[src/rtl/fifo_uart_tx.sv]
// fifo_uart_tx: drains a byte FIFO into asynchronous 8N1 (or 8E1 with UART_TX_PARITY_EN) frames on tx
//   clk        system clock, rising edge
//   rstn       asynchronous active-low reset
//   fifo_empty FIFO empty flag
//   fifo_data  FIFO read data, valid the cycle after fifo_rd_en
//   fifo_rd_en one-cycle pop request
//   tx         serial line, idle high, registered
//   busy       high from the pop through the last stop-bit cycle
//   done       one-cycle pulse in the first idle cycle after the stop bit
//   Define UART_TX_PARITY_EN to insert an even-parity bit between data and stop.
module fifo_uart_tx #(
  parameter int CLKS_PER_BIT = 4
) (
  input  logic       clk,
  input  logic       rstn,
  input  logic       fifo_empty,
  input  logic [7:0] fifo_data,
  output logic       fifo_rd_en,
  output logic       tx,
  output logic       busy,
  output logic       done
);
  localparam int CW = $clog2(CLKS_PER_BIT);
  typedef enum logic [2:0] {IDLE, READ, LOAD, START, DATA, PARITY, STOP} state_t;
`ifdef UART_TX_PARITY_EN
  localparam state_t AFTER_DATA = PARITY;
  logic par;
`else
  localparam state_t AFTER_DATA = STOP;
`endif
  state_t state, nxt;
  logic [CW-1:0] cnt;
  logic [2:0] bitn;
  logic [7:0] shift, shift_nxt;
  logic tx_nxt, bit_end;
  assign bit_end = cnt == CW'(CLKS_PER_BIT - 1);
  assign fifo_rd_en = state == READ;
  assign busy = state != IDLE;
  always_comb begin
    nxt = state;
    shift_nxt = shift;
    case (state)
      IDLE:  nxt = fifo_empty ? IDLE : READ;
      READ:  nxt = LOAD;
      LOAD: begin
        nxt = START;
        shift_nxt = fifo_data;
      end
      START: nxt = bit_end ? DATA : START;
      DATA: if (bit_end) begin
        shift_nxt = shift >> 1;
        nxt = bitn == 3'd7 ? AFTER_DATA : DATA;
      end
`ifdef UART_TX_PARITY_EN
      PARITY: nxt = bit_end ? STOP : PARITY;
`endif
      STOP:  nxt = bit_end ? IDLE : STOP;
      default: nxt = IDLE;
    endcase
    // tx is registered, so it is derived from where the FSM goes next
    tx_nxt = 1'b1;
    if (nxt == START) tx_nxt = 1'b0;
    if (nxt == DATA) tx_nxt = shift_nxt[0];
`ifdef UART_TX_PARITY_EN
    if (nxt == PARITY) tx_nxt = par;
`endif
  end
  always_ff @(posedge clk or negedge rstn) begin
    if (!rstn) begin
      state <= IDLE;
      cnt <= '0;
      bitn <= 3'd0;
      shift <= 8'h00;
      tx <= 1'b1;
      done <= 1'b0;
`ifdef UART_TX_PARITY_EN
      par <= 1'b0;
`endif
    end else begin
      state <= nxt;
      shift <= shift_nxt;
      tx <= tx_nxt;
      done <= state == STOP && bit_end;
      // serial states only leave on bit_end, so clearing there also clears on every entry
      cnt <= (state inside {START, DATA, PARITY, STOP}) && !bit_end ? cnt + CW'(1) : '0;
      bitn <= state == LOAD ? 3'd0 : (state == DATA && bit_end) ? bitn + 3'd1 : bitn;
`ifdef UART_TX_PARITY_EN
      par <= state == LOAD ? ^fifo_data : par;
`endif
    end
  end
endmodule

[config.mk]
export PLATFORM = sky130hd
export DESIGN_NAME = fifo_uart_tx
export DESIGN_NICKNAME = d
export VERILOG_FILES = /design/src/rtl/fifo_uart_tx.sv
export SDC_FILE = /design/constraint.sdc
export NUM_CORES = 1
export LEC_CHECK = 0
export ABC_AREA = 1
export BUFFER_PORTS_ARGS = -buffer_cell sky130_fd_sc_hd__buf_2
export CAP_MARGIN = 20
export CORE_MARGIN = 2
export CORE_UTILIZATION = 33
export DETAILED_ROUTE_END_ITERATION = 8
export PLACE_DENSITY = 0.55
export SYNTH_ARGS = -nofsm -noshare
export SYNTH_HDL_FRONTEND = slang
export SYNTH_SLANG_ARGS = --single-unit
[constraint.sdc]
create_clock -name clk -period 1.5 [get_ports clk]
set_input_delay 0.225 -clock clk [delete_from_list [all_inputs] [get_ports clk]]
set_output_delay 0.225 -clock clk [all_outputs]
set_load 0.02 [all_outputs]
==> impl_metrics.py, run 1 <==
metrics = {
    "run_status": {
        "run_status": "finished clean",
    },
    "synth": {
        "synth_top_cells_by_count": "sky130_fd_sc_hd__nand2_1 (41), sky130_fd_sc_hd__dfrtp_1 (17), sky130_fd_sc_hd__inv_1 (7), sky130_fd_sc_hd__nor2_1 (7), sky130_fd_sc_hd__inv_2 (6)",
        "yosys.cell_types.count": 19,
        "synth-edff-count": 0,
        "synth_top_cell_area_share_pct": 47.69,
        "synth_cells": 109,
        "ys_seq_elements": 18,
        "synth_nets": 123,
        "yosys_warnings": 0,
        "yosys.area.top_type": "sky130_fd_sc_hd__dfrtp_1",
        "ys_seq_area_share_pct": 50.63,
        "cell_area_after_technology_mapping_um2": 892.1,
        "post-synth-top-count-cell": "sky130_fd_sc_hd__nand2_1",
        "synth_top_cells_by_area": "sky130_fd_sc_hd__dfrtp_1 (48%), sky130_fd_sc_hd__nand2_1 (17%), sky130_fd_sc_hd__ha_1 (4.2%)",
        "dominantRegCellSynth": "sky130_fd_sc_hd__dfrtp_1",
        "synthesis.area_per_instance_um2": 8.184,
        "synth-async-reset-ratio_pct": 100.0,
    },
    "detailed_routing": {
        "total_number_of_vias": 706,
        "drtAntennaViolNets": 0,
        "initialDrtViolationCount": 7,
        "avgViaCountPerCell": 4.468,
        "drt_pre_antenna_iters": 4,
        "drc_errors": 0,
        "wl_um": 1746,
        "avgRoutedWirePerCell_um": 11.05,
    },
    "pwr": {
        "power_internal_w": 0.001112,
        "switching_part_of_the_total_pct": 41.17,
        "static-leakage-power_nw": 0.5556,
        "share_clk_of_total_power_pct": 15.9,
        "comb_power_share_pct": 41.9,
        "power.share.sequential_pct": 42.2,
        "power-per-cell-area_nw_per_um2": 1792,
        "power_switching_w": 0.0007782,
        "peakVddDrop_mv": 1.009,
    },
    "finish": {
        "regArea_um2": 454.2,
        "share_of_cells_above_drive_strength_1_pct": 31.25,
        "final_design_area_no_fill_um2": 1055,
        "nNetsFinal": 143,
        "antenna_cells": 0,
        "multi_input_comb_area_um2": 390.4,
        "fillers": 265,
        "layout_stage_area_growth_over_the_synthesis_result_pct": 18.23,
    },
    "setup_path": {
        "endpoint_kind": "output pin",
        "reg2reg_setup_slack_ns": 0.14,
        "critical_path.reg2reg.endpoint": "tx$_DFF_PN1_",
        "r2r_cells": 9,
        "timing.rr.start": "cnt[0]$_DFF_PN0_",
        "critical_path.startpoint_type": "register",
        "critPathArrivalTime_ns": 1.19,
        "cp_data_required_time_ns": 1.27,
        "critPathMaxFanout": 6,
        "worstSetupPathType": "register to output pin",
    },
    "clock_network": {
        "cts_htree_levels": 1,
        "post-cts-setup-buffers": 0,
        "ctsLongestPathBuffers": 2,
        "clock-root-buffer": "sky130_fd_sc_hd__clkbuf_4",
        "tritoncts": "built",
        "clock_sink_count": 18,
        "cts.reportedPaths.clkPinSlew_ns": 0.10,
        "worstSkewPairLatency_ns": 0.29,
        "cts_made_buffers": 3,
    },
    "timing": {
        "final_number_of_hold_violating_endpoints": 0,
        "clock_skew_ns": 0.001338,
        "max_clock_freq_mhz": 707.6,
        "finalCritPeriodShare_pct": 94.21,
        "timing.final.max_slew_violations": 0,
        "setup_viol_count_final": 0,
        "tns_setup_ns": 0,
        "timing_worst_slew_pin_value_ns": 0.4200,
        "unrepaired_setup_endpoints_after_global_routing": "no",
        "post_layout_min_period_ns": 1.413,
        "max_slew_margin_pct": 72.00,
    },
    "floorplanning": {
        "fp.dieArea_um2": 3135,
        "die_y_um": 56.00,
        "ios": 15,
        "coreArea_um2": 2522,
        "die_width_um": 56.00,
        "core.rowCount": 18,
        "initial_cell_density_of_the_core_pct": 35.37,
    },
    "placed_design": {
        "dp_hpwl_um": 1285,
        "placement.cell_area_um2": 996.0,
        "io_buffers": 14,
        "routabilityCongestion": 0.7815,
    },
    "global_routing": {
        "groute.usage.overall_pct": 12.59,
        "global_route.overflow_total": 0,
        "first_pass_grt_wire_length_um": 3111,
        "antenna_found_initial": 0,
        "grt_pass1_vias": 718,
        "grt_start_max_net_pins": 19,
    },
    "flow_run": {
        "max_cap_violations": 0,
    },
    "hold_path": {
        "worst_hold_path.num_cells": 3,
        "min-delay-start": "fifo_data[4]",
        "hold_end": "shift[4]$_DFFE_PN0P_",
        "hp-class": "primary input to register",
    },
}
-- layout by cell type, fill, tap and decap left out, types with 2 or more instances in the layout --
master                      n
sky130_fd_sc_hd__nor2_1     7
sky130_fd_sc_hd__inv_1      7
sky130_fd_sc_hd__nor2_2     3
sky130_fd_sc_hd__nand2_2    5
sky130_fd_sc_hd__nor3_1     2
sky130_fd_sc_hd__buf_2     14
sky130_fd_sc_hd__nor2_4     3
sky130_fd_sc_hd__nand2_1   41
sky130_fd_sc_hd__ha_1       3
sky130_fd_sc_hd__dfrtp_1   15
sky130_fd_sc_hd__o21ai_0    2
sky130_fd_sc_hd__dfrtp_2    2
sky130_fd_sc_hd__inv_2      6
sky130_fd_sc_hd__nand3_1    5
sky130_fd_sc_hd__clkbuf_4   3
-- logic make-up after synthesis --
| kind of cell | synth area share [%] |
|---|---|
| AND/OR/NAND/NOR | 34.22 |
| AO/OA/AOI/OAI | 3.085 |
| buffers and inverters | 6.732 |
| flip-flops | 50.63 |
| adder cells (fa/ha/maj) | 4.208 |
| multiplexers | 1.122 |
-- repair_timing --
action                                  in CTS  in global routing
hold buffers                                 1                  0
gates resized for setup                      1                  3
hold endpoints to repair                    17                  0
endpoints found under the setup margin       1                  8
-- critical path, cell delays in order (launching register included) --
cell and delay, ns:
sky130_fd_sc_hd__dfrtp_2 0.48, sky130_fd_sc_hd__nor3_2 0.22, sky130_fd_sc_hd__buf_2 0.19
-- registers in the layout (all words and copies together) (netlist names) --
register / cells
state: 3
bitn: 3
done: 1
shift: 8
cnt: 2
tx: 1
-- layout make-up --
type / instances / area share [%]
Inverter: 13 / 4.626
Multi-Input combinational cell: 77 / 37.01
Clock buffer: 4 / 3.440
Timing Repair Buffer: 16 / 8.304
Sequential cell: 18 / 43.06
Tap cell: 30 / 3.559
-- metrics by stage --
| stage | hold WS [ns] | std cells | setup WS [ns] | total power (W) | util [%] |
|---|---|---|---|---|---|
| after detailed placement | 0.1838 | 153 | 0.08835 | 0.001588 | 39.48 |
| after global routing | 0.1459 | 158 | 0.02929 | 0.002070 | 41.82 |
| final | 0.1443 | 158 | 0.08687 | 0.001890 | 41.82 |
| after CTS | 0.1345 | 158 | 0.05350 | 0.001906 | 41.52 |
| after floorplan | -0.07059 | 109 | 0.09257 | 0.001399 | - |
| after global placement | 0.1874 | 153 | 0.08257 | 0.001569 | 39.48 |
-- layer usage --
layer | GRT usage, % | wire [um]
met3 | 2.791 | 67
met1 | 16.11 | 847
met4 | 5.102 | 0
met5 | 0 | 0
met2 | 20.50 | 831
-- worst max-delay path by stage --
stage | end | from | slack (ns) | cells past startpoint
detailed placement | shift[6]$_DFFE_PN0P_ | state[0]$_DFF_PN0_ | 0.09 | 8
global placement | shift[6]$_DFFE_PN0P_ | state[1]$_DFF_PN0_ | 0.08 | 7
floorplan | tx$_DFF_PN1_ | state[2]$_DFF_PN0_ | 0.09 | 6
global route | busy | state[1]$_DFF_PN0_ | 0.03 | 3
finish | fifo_rd_en | state[2]$_DFF_PN0_ | 0.09 | 2
CTS | fifo_rd_en | state[2]$_DFF_PN0_ | 0.05 | 2
-- power groups by stage --
stage                     Combinational, W  Sequential, W  Clock [W]
after floorplan                   0.000608       0.000791          0
after global placement            0.000773       0.000797          0
after detailed placement          0.000785       0.000803          0
after CTS                         0.000797       0.000797   0.000312
after global routing              0.000919       0.000823   0.000327
final                             0.000791       0.000798   0.000301
(Power assumes the default switching activity.)
==> inputs of run 2 (changes only) <==
--- a/config.mk
+++ b/config.mk
@@ -12,6 +12,7 @@
 export CORE_UTILIZATION = 33
 export DETAILED_ROUTE_END_ITERATION = 8
 export PLACE_DENSITY = 0.55
+export REMOVE_ABC_BUFFERS = 1
 export SYNTH_ARGS = -nofsm -noshare
 export SYNTH_HDL_FRONTEND = slang
 export SYNTH_SLANG_ARGS = --single-unit
==> impl_metrics.py, run 2 (synthesis results as in run 1) <==
metrics = {
    "finish": {
        "antenna_cells": 0,
        "number_of_flip_flops_in_the_largest_register": 8,
        "share_of_cells_above_drive_strength_1_pct": 31.25,
        "final_design_area_no_fill_um2": 1055,
        "final_cell_count_no_fill": 158,
        "register_name_with_the_most_flops": "shift",
        "largest_registers": "shift x8, bitn x3, state x3",
        "nNetsFinal": 143,
        "layout_stage_area_growth_over_the_synthesis_result_pct": 18.23,
        "final_cell_mix": "sky130_fd_sc_hd__nand2_1 (41), sky130_fd_sc_hd__dfrtp_1 (15), sky130_fd_sc_hd__buf_2 (14)",
        "most_common_library_cell_in_the_layout_ignoring_fill_and_taps": "sky130_fd_sc_hd__nand2_1",
    },
    "timing": {
        "post_layout_min_period_ns": 1.412,
        "timing.final.max_slew_violations": 0,
        "max_slew_margin_pct": 72.04,
        "final_number_of_hold_violating_endpoints": 0,
        "max_clock_freq_mhz": 708.3,
        "timing_worst_slew_pin_value_ns": 0.4193,
        "worst_hold_margin_ns": 0.1445,
        "tns_setup_ns": 0,
        "finalCritPeriodShare_pct": 94.13,
        "unrepaired_setup_endpoints_after_global_routing": "yes",
        "clock_skew_ns": 0.004103,
        "setup_viol_count_final": 0,
    },
    "floorplanning": {
        "die_y_um": 56.00,
        "initial_cell_density_of_the_core_pct": 35.37,
        "fp.dieArea_um2": 3135,
        "ios": 15,
        "core.rowCount": 18,
        "coreArea_um2": 2522,
        "die_width_um": 56.00,
    },
    "pwr": {
        "peakVddDrop_mv": 0.8029,
        "static-leakage-power_nw": 0.5556,
        "power-per-cell-area_nw_per_um2": 1784,
        "finalPower_w": 0.001882,
    },
    "global_routing": {
        "first_pass_grt_wire_length_um": 3146,
        "grt_start_max_net_pins": 19,
        "grt_pass1_vias": 723,
        "antenna_found_initial": 0,
        "global_route.overflow_total": 0,
        "groute.usage.overall_pct": 12.49,
    },
    "setup_path": {
        "timing.rr.start": "cnt[0]$_DFF_PN0_",
        "critical_path_buf_inv_count": 1,
        "critPathMaxFanout": 6,
        "slowest_library_cell_on_the_worst_path": "sky130_fd_sc_hd__dfrtp_2",
        "cp_data_required_time_ns": 1.27,
        "critPathArrivalTime_ns": 1.19,
        "crit_path_start": "state[2]$_DFF_PN0_",
        "critical_path.reg2reg.endpoint": "tx$_DFF_PN1_",
        "worstPathCellList": "nor3_2 -> buf_2",
        "reg2reg_setup_slack_ns": 0.15,
        "endpoint_kind": "output pin",
        "worstSetupPathType": "register to output pin",
        "critical_path.startpoint_type": "register",
        "r2r_cells": 7,
        "crit_family": "flip-flops",
        "crit_path_max_incr_delay_ns": 0.49,
    },
    "placed_design": {
        "routabilityCongestion": 0.8120,
        "dpl.cell_count": 153,
        "placement.cell_area_um2": 996.0,
        "dp_hpwl_um": 1305,
        "io_buffers": 14,
    },
    "hold_path": {
        "worst_hold_path.num_cells": 3,
        "hp-class": "primary input to register",
        "min-delay-start": "fifo_data[7]",
        "hold_end": "shift[7]$_DFFE_PN0P_",
    },
    "clock_network": {
        "ctsLongestPathBuffers": 2,
        "tritoncts": "built",
        "worstSkewPairLatency_ns": 0.29,
        "clock-root-buffer": "sky130_fd_sc_hd__clkbuf_4",
        "post-cts-setup-buffers": 0,
        "cts.reportedPaths.clkPinSlew_ns": 0.11,
        "cts_made_buffers": 3,
        "clock_sink_count": 18,
        "cts_htree_levels": 1,
    },
    "flow_run": {
        "max_cap_violations": 0,
    },
    "detailed_routing": {
        "initialDrtViolationCount": 21,
        "avgViaCountPerCell": 4.576,
        "total_number_of_vias": 723,
        "wl_um": 1732,
        "drt_pre_antenna_iters": 4,
        "drtAntennaViolNets": 0,
        "drc_errors": 0,
        "avgRoutedWirePerCell_um": 10.96,
    },
    "run_status": {
        "run_status": "finished clean",
    },
}
-- run 2: cell counts in the layout (fill, tap and decap cells not counted) --
Identical to the previous run, type by type.
-- run 2: where the power goes --
group          internal, W  total [W]  switching, W  leakage (nW)
combinational     0.000286   0.000787      0.000501         0.308
sequential        0.000676   0.000796      0.000120         0.227
clock             0.000148   0.000298      0.000150        0.0210
-- run 2: cell type report --
type | instances | area [um2]
clock buffers | 4 | 36.28
inverters | 13 | 48.80
multi-input cells | 77 | 390.4
repair buffers | 16 | 87.58
flip-flops and latches | 18 | 454.2
fillers | 274 | 1468
well taps | 30 | 37.54
-- run 2: worst max path at each step --
stage,slack [ns],end,cells past startpoint
final,0.09,fifo_rd_en,2
after global routing,-0.01,fifo_rd_en,2
after CTS,0.005,fifo_rd_en,2
after detailed placement,0.14,shift[6]$_DFFE_PN0P_,7
after global placement,0.14,shift[6]$_DFFE_PN0P_,8
after floorplan,0.09,tx$_DFF_PN1_,6
-- run 2: routing by layer --
metal  share of wire (%)  GRT usage [%]  routed length (um)  vias to the layer above
li1                    -              -                   -                      374
met1                  44          15.37                 763                      336
met2                  52          21.85                 894                       13
met3                 4.3          2.326                  74                        0
met4                   0          4.082                   0                        0
met5                   0              0                   0                        -
-- run 2: per-stage QoR --
step / utilization [%] / worst slack [ns]
2_1_floorplan: - / 0.09257
4_1_cts: 41.32 / 0.004948
3_3_place_gp: 39.48 / 0.1391
6_report: 41.82 / 0.08810
5_1_grt: 41.82 / -0.01425
3_5_place_dp: 39.48 / 0.1354
-- run 2: worst reg2reg max path: stages (launching register included) --
cell and delay [ns]:
sky130_fd_sc_hd__dfrtp_1 0.40, sky130_fd_sc_hd__ha_1 0.29, sky130_fd_sc_hd__nor3_1 0.33, sky130_fd_sc_hd__nor2_2 0.08, sky130_fd_sc_hd__inv_2 0.07, sky130_fd_sc_hd__nor2_4 0.04
sky130_fd_sc_hd__nand2_1 0.05, sky130_fd_sc_hd__nand2_1 0.04
-- run 2: repair_timing --
action,in CTS,in global routing
hold endpoints to repair,17,0
endpoints found under the setup margin,0,8
resized for setup,0,4
hold buffers,1,0
